===== src/rtl/periph_bus_arbiter.sv =====
// Two-master round-robin arbiter in front of one peripheral bus; 3-cycle minimum per transaction.
// Optional watchdog (macro ARB_TIMEOUT_EN) forces completion with ERR_DATA when the slave never acks.
module periph_bus_arbiter #(
  parameter int unsigned TIMEOUT_CYCLES = 255,
  parameter logic [31:0] ERR_DATA       = 32'hDEAD_BEEF
) (
  input  logic        clk,
  input  logic        resetn,
  input  logic        m0_valid,
  input  logic [31:0] m0_addr,
  input  logic [31:0] m0_wdata,
  input  logic        m0_we,
  output logic        m0_ready,
  input  logic        m1_valid,
  input  logic [31:0] m1_addr,
  input  logic [31:0] m1_wdata,
  input  logic        m1_we,
  output logic        m1_ready,
  output logic [31:0] m_rdata,
  output logic        s_valid,
  output logic [31:0] s_addr,
  output logic [31:0] s_wdata,
  output logic        s_we,
  input  logic [31:0] s_rdata,
  input  logic        s_ready,
  output logic        grant_id,
  output logic        busy,
  output logic        timeout_flag
);

  typedef enum logic {ST_IDLE = 1'b0, ST_BUSY = 1'b1} state_t;

  state_t      r_state;
  logic        r_last_grant;
  logic        r_grant_id;
  logic        r_s_valid;
  logic        r_s_we;
  logic        r_busy;
  logic [31:0] r_s_addr;
  logic [31:0] r_s_wdata;

  logic w_req;
  logic w_win;
  logic w_done;
  logic w_tmo;
  logic w_fin;

  assign w_req  = m0_valid | m1_valid;
  // On a tie the master that did not win last time goes next.
  assign w_win  = (m0_valid & m1_valid) ? ~r_last_grant : m1_valid;
  assign w_done = (r_state == ST_BUSY) & s_ready;
  assign w_fin  = w_done | w_tmo;

`ifdef ARB_TIMEOUT_EN
  logic [15:0] r_cnt;
  logic        r_timeout_flag;

  // s_ready in the same cycle as the limit wins; w_tmo is masked by it.
  assign w_tmo        = (r_state == ST_BUSY) & ~s_ready & (r_cnt == 16'(TIMEOUT_CYCLES));
  assign timeout_flag = r_timeout_flag;
`else
  logic [15:0] w_unused_timeout;

  assign w_unused_timeout = 16'(TIMEOUT_CYCLES);
  assign w_tmo            = 1'b0;
  assign timeout_flag     = 1'b0;
`endif

  always_ff @(posedge clk or negedge resetn) begin
    if (!resetn) begin
      r_state      <= ST_IDLE;
      r_last_grant <= 1'b1;
      r_grant_id   <= 1'b0;
      r_s_valid    <= 1'b0;
      r_busy       <= 1'b0;
      r_s_addr     <= 32'd0;
      r_s_wdata    <= 32'd0;
      r_s_we       <= 1'b0;
`ifdef ARB_TIMEOUT_EN
      r_cnt          <= 16'd0;
      r_timeout_flag <= 1'b0;
`endif
    end else begin
      case (r_state)
        ST_IDLE: begin
          if (w_req) begin
            r_s_addr     <= w_win ? m1_addr  : m0_addr;
            r_s_wdata    <= w_win ? m1_wdata : m0_wdata;
            r_s_we       <= w_win ? m1_we    : m0_we;
            r_s_valid    <= 1'b1;
            r_busy       <= 1'b1;
            r_grant_id   <= w_win;
            r_last_grant <= w_win;
            r_state      <= ST_BUSY;
`ifdef ARB_TIMEOUT_EN
            r_cnt        <= 16'd0;
`endif
          end
        end
        ST_BUSY: begin
          // Dropping s_valid at the ack edge prevents a duplicate slave transaction.
          if (w_fin) begin
            r_s_valid <= 1'b0;
            r_busy    <= 1'b0;
            r_state   <= ST_IDLE;
          end
`ifdef ARB_TIMEOUT_EN
          if (w_tmo) begin
            r_timeout_flag <= 1'b1;
          end else if (!s_ready) begin
            r_cnt <= r_cnt + 16'd1;
          end
`endif
        end
      endcase
    end
  end

  assign m0_ready = w_fin & ~r_grant_id;
  assign m1_ready = w_fin &  r_grant_id;
  assign m_rdata  = w_tmo ? ERR_DATA : s_rdata;
  assign s_valid  = r_s_valid;
  assign s_addr   = r_s_addr;
  assign s_wdata  = r_s_wdata;
  assign s_we     = r_s_we;
  assign grant_id = r_grant_id;
  assign busy     = r_busy;

endmodule


===== config.mk =====
export PLATFORM = sky130hd
export DESIGN_NAME = periph_bus_arbiter
export DESIGN_NICKNAME = d
export VERILOG_FILES = /design/src/rtl/periph_bus_arbiter.sv
export SDC_FILE = /design/constraint.sdc
export NUM_CORES = 1
export LEC_CHECK = 0
export CAP_MARGIN = 15
export CORE_MARGIN = 4
export CORE_UTILIZATION = 34
export CTS_BUF_LIST = sky130_fd_sc_hd__clkbuf_16
export CTS_CLUSTER_DIAMETER = 200
export DETAILED_ROUTE_END_ITERATION = 10
export GPL_ROUTABILITY_DRIVEN = 0
export PLACE_DENSITY = 0.92
export SETUP_SLACK_MARGIN = 0.3
export SLEW_MARGIN = 25
export SYNTH_ARGS = -nofsm -noshare
export SYNTH_HDL_FRONTEND = slang
export SYNTH_SLANG_ARGS = --single-unit

===== constraint.sdc =====
create_clock -name clk -period 1.5 [get_ports clk]
set_input_delay 0.3 -clock clk [delete_from_list [all_inputs] [get_ports clk]]
set_output_delay 0.3 -clock clk [all_outputs]
set_load 0.01 [all_outputs]

# --- Word level (Yosys, flattened, before mapping) ---
# Index checks and enable logic that the tools add are counted.
totals:
  out_inout_bits: 103
  ff_bits: 69
op_classes:
  bitwise_logic: 8
  muxes: 10
  n_eq_ne: 2
  reduce_logical: 2
ops:
  columns: ["op", "n"]
  rows:
  - ["32-bit 2-to-1 mux", 2]
  - ["1-bit 2-to-1 mux", 6]
  - ["1-bit AND", 4]
  - ["1-bit one-hot mux with 2 select lines", 2]
  - ["2-bit AND reduction", 2]
  - ["1-bit NOT", 3]
  - ["2-bit by 1-bit inequality test with 1-bit output, second input constant", 1]
  - ["2-bit inequality test, second input constant", 1]
  - ["1-bit bitwise OR", 1]

# --- Longest topological paths before layout ---
logic_depth:
  depth_word: 3
  ltp_mapped: 5
  ltp_nobuf: 3

# --- Worst setup path before layout ---
# Ideal clock, no wire load.
synth_timing:
  path_kind: "register to register"
  start: "register r_last_grant"
  end: "register r_s_wdata[10] (netlist: s_wdata[10])"
  path_stages_with_launch: 6
  t_arrival_ps: 1152
  setup_slack_ps: 275
  path_cell_list: "dfstp_2 > a21bo_2 > buf_4 > buf_2 > nand2_1 > a21oi_2"
synth_between:
  elab_chain_len: 3
synth_rtl:
  columns: ["item", "line", "rtl"]
  rows:
  - ["start, declared", "34", "logic r_last_grant;"]
  - ["start signal, assigned", "93", "r_last_grant <= w_win;"]
  - ["1-bit NOT", "50", "assign w_win = (m0_valid & m1_valid) ? ~r_last_grant : m1_valid;"]
  - ["1-bit 2-to-1 mux", "50", null]
  - ["32-bit 2-to-1 mux", "88", "r_s_wdata <= w_win ? m1_wdata : m0_wdata;"]
  - ["end signal, assigned", "88", null]
  - ["end, declared", "40", "logic [31:0] r_s_wdata;"]
# Every way passes these cells.
# A chain may end at the register's enable or synchronous reset.

# --- Final worst setup path ---
layout_timing:
  start: "register r_state"
  end: "register r_s_addr[24] (netlist: s_addr[24])"
layout_between:
  elab_chain_len: 2
layout_rtl:
  columns: ["item", "line", "rtl"]
  rows:
  - ["start, declared", "33", "state_t r_state;"]
  - ["start signal, assigned", "71", "r_state <= ST_IDLE;"]
  - ["start signal, assigned", "94", "r_state <= ST_BUSY;"]
  - ["start signal, assigned", "105", "r_state <= ST_IDLE;"]
  - ["1-bit NOT (no line)", null, null]
  - ["2-bit AND reduction (no line)", null, null]
  - ["end signal, assigned", "87", "r_s_addr <= w_win ? m1_addr : m0_addr;"]
  - ["end, declared", "39", "logic [31:0] r_s_addr;"]
# Every way passes these cells.

==> results.py <==
metrics = {
    "status": {
        "status": "finished, final reports clean",
    },
    "power_and_ir_drop": {
        "pwr_density_cell_mw_per_mm2": 1570,
        "switchingPower_w": 0.00371,
        "seq_power_share_pct": 31.4,
        "comb_power_share_pct": 47.8,
        "p_leak_nw": 2.62,
        "p_int_w": 0.00611,
        "irDropWorstVdd_mv": 0.896,
        "finalPower_w": 0.00982,
        "power_frac_clock_pct": 20.8,
        "p_sw_share_pct": 37.8,
    },
    "grt": {
        "overflow": 0,
        "grt_antenna_before_repair": 0,
        "grt_max_degree": 35,
        "track_usage_pct": 21.2,
        "grt_pass1_wl_um": 19300,
        "grt_pass1_vias": 3781,
    },
    "layout": {
        "drive_gt1_share_pct": 35.8,
        "fin_area_mm2": 0.00627,
        "diodes": 0,
        "syn_to_final_growth_pct": 81.2,
        "nNetsFinal": 760,
    },
    "cts": {
        "clk_latency_ns": 0.32,
        "root_buffer": "clkbuf_16",
        "cts_buffer_depth": 2,
        "numCtsBuffers": 9,
        "cts_max_level": 3,
        "cts_tree": "done",
        "clk_pin_slew_ns": 0.06,
        "clkSinkCount": 69,
    },
    "routing": {
        "routed_wl_um": 14000,
        "vias": 3785,
        "vias_per_cell": 5.18,
        "drc": 0,
        "first_pass_iters": 4,
        "routedWlPerCell_um": 19.1,
        "ant_nets": 0,
        "drt_iter0_markers": 181,
    },
    "floorplanning": {
        "die-area_mm2": 0.0119,
        "ioPinCount": 270,
        "initial_core_util_pct": 35.1,
        "core_area_mm2": 0.00986,
        "die_h_um": 109,
        "dieWidth_um": 109,
        "fp-row-count": 36,
    },
    "placed_design": {
        "placed_cell_area_mm2": 0.00548,
        "detailed_place_hpwl_um": 8920,
        "place_ws_ns": -0.337,
        "port_buffers": 204,
    },
    "critical_path": {
        "reg2reg_slack_ns": 0.11,
        "crit_chain": "buf_6 -> o21bai_4 -> buf_12 -> buf_16 -> a21oi_1 -> a21oi_1",
        "reg2reg_to": "s_addr[24]",
        "cp-end-kind": "flip-flop",
        "critPathSlowestCell": "dfrtp_1",
        "slowest_delay_ns": 0.41,
        "start_kind": "flip-flop",
        "criticalPathCategory": "reg2reg",
        "reg2reg_depth": 6,
        "r2r_start": "r_state",
        "crit_arrival_ns": 1.59,
        "path_common_cell": "a21oi_1",
        "path_max_fanout": 9,
        "crit_required_ns": 1.70,
    },
    "sta": {
        "report.final.slew_viol_count": 0,
        "fmax_mhz": 721,
        "finalHoldViolCount": 0,
        "skew_ns": 0.00761,
        "fin_crit_ns": 1.39,
        "setup_slack_ns": 0.114,
        "rsz0062_at_grt": "yes",
        "timing.setup.tns_ns": 0,
        "finalSetupViolCount": 0,
        "min_period_over_period_pct": 92.4,
    },
    "yosys": {
        "syn_avg_cell_area_um2": 8.52,
        "synthCells": 406,
        "yosys_warnings": 0,
        "ys_seq_area_share_pct": 49.9,
        "syn-cell-area_mm2": 0.00346,
        "synth_area_leaders": "dfrtp_1 (49%), a21oi_1 (16%), buf_4 (8.7%)",
        "yosys_register_bits": 69,
        "synth_cell_types": 20,
        "synth-edff-count": 0,
        "synth.largest_area_cell": "dfrtp_1",
        "syn-num-nets": 573,
        "yosysTopAreaCellShare_pct": 49.2,
        "async_flop_share_pct": 100,
        "synth_flop_cell": "dfrtp_1",
    },
    "min_path": {
        "holdPathEnd": "r_last_grant",
        "hp-class": "in2reg",
        "worstHoldStart": "m0_valid",
        "whs_path_depth": 3,
    },
    "flow_run": {
        "cap_violations": 0,
    },
}
worst max path at each step:
stage,end,depth (start not counted),startpoint
2_1_floorplan,s_addr[10],5,r_last_grant
3_3_place_gp,m0_ready,4,s_ready
3_5_place_dp,m0_ready,4,s_ready
4_1_cts,m1_ready,2,r_state
5_1_grt,s_wdata[2],6,r_state
6_report,s_addr[24],6,r_state
state kept, by name, indices dropped and copies added (netlist names):
| name | flops |
|---|---|
| busy | 1 |
| grant_id | 1 |
| r_last_grant | 1 |
| r_state | 1 |
| s_addr | 32 |
| s_wdata | 32 |
| s_we | 1 |
metrics by stage:
| step | hold slack (ns) | utilization [%] | std cells |
|---|---|---|---|
| global route | 0.411 | 63.6 | 731 |
| detailed placement | 0.250 | 55.6 | 696 |
| finish | 0.393 | 63.6 | 731 |
| CTS | 0.408 | 60.3 | 726 |
| global placement | 0.242 | 55.6 | 696 |
| floorplan | 0.00441 | - | 406 |
final cells by class:
| cell class | count | area, um2 |
|---|---|---|
| clock buffers | 9 | 225 |
| clock inverters | 7 | 58.8 |
| fillers | 755 | 3590 |
| inverters | 1 | 3.75 |
| multi-input cells | 274 | 1800 |
| flip-flops and latches | 69 | 1730 |
| well taps | 133 | 166 |
| repair buffers | 238 | 2290 |
layer usage:
metal / up-vias / GRT usage, % / wire, um
met2: 212 / 39.2 / 7400
met4: 0 / 8.48 / 342
met3: 33 / 6.81 / 1360
li1: 1681 / - / -
met5: - / 0 / 0
met1: 1859 / 22.1 / 4890
worst max-delay path, delay by kind of cell (launching register included):
kind	cells	cell delay, ns
buffers and inverters	3	0.47
DFF	1	0.41
AOI/OAI and AO/OA	3	0.39
cells by family after synthesis:
family                 count (synthesis)  synth area share [%]
flip-flops                            69                  49.9
buffers and inverters                 63                  12.3
AO/OA/AOI/OAI                        139                  23.0
AND/OR/NAND/NOR                      134                  14.6
other                                  1                 0.108
cells in the mapped netlist (2+ instances only):
cell type	number
a21oi_1	111
a21oi_2	20
buf_2	14
buf_4	40
buf_6	3
clkbuf_1	5
dfrtp_1	68
nand2_1	67
nor2_1	66
o21ai_1	2
cell usage in the layout, fill, tap and decap left out, drive strengths merged:
| master | Yosys | routed |
|---|---|---|
| a21oi | 131 | 131 |
| clkdlybuf4s50 | 0 | 130 |
| buf | 57 | 100 |
| dfrtp | 68 | 68 |
| nand2 | 67 | 67 |
| nor2 | 66 | 66 |
| clkbuf | 5 | 14 |
| inv | 1 | 3 |
| clkinv | 0 | 3 |
| dlygate4sd2 | 0 | 2 |
| o21ai | 2 | 2 |
| and3 | 1 | 1 |
| o21bai | 1 | 1 |
| a21bo | 1 | 1 |
| a21boi | 1 | 1 |
| o21ba | 1 | 1 |
| a31oi | 1 | 1 |
| o21a | 1 | 1 |
| conb | 1 | 1 |
| clkinvlp | 0 | 1 |
| bufinv | 0 | 1 |
| dlygate4sd3 | 0 | 1 |
| dfstp | 1 | 1 |
power by group through the flow:
stage	logic, W	registers [W]	clock network, W
finish	0.00469	0.00309	0.00204
global route	0.00498	0.00318	0.00218
CTS	0.00427	0.00307	0.00208
detailed placement	0.00430	0.00313	0
global placement	0.00420	0.00307	0
floorplan	0.00154	0.00344	0
timing repair:
item / in CTS / in global routing
resized for setup: 348 / 46
endpoints found under the setup margin: 138 / 74
hold endpoints to repair: 25 / 0
hold buffers: 1 / 0
gates cloned: 6 / 4
pin swaps: 27 / 24
buffers inserted: 7 / 1
Note: power is estimated with default switching activity, not from simulation.
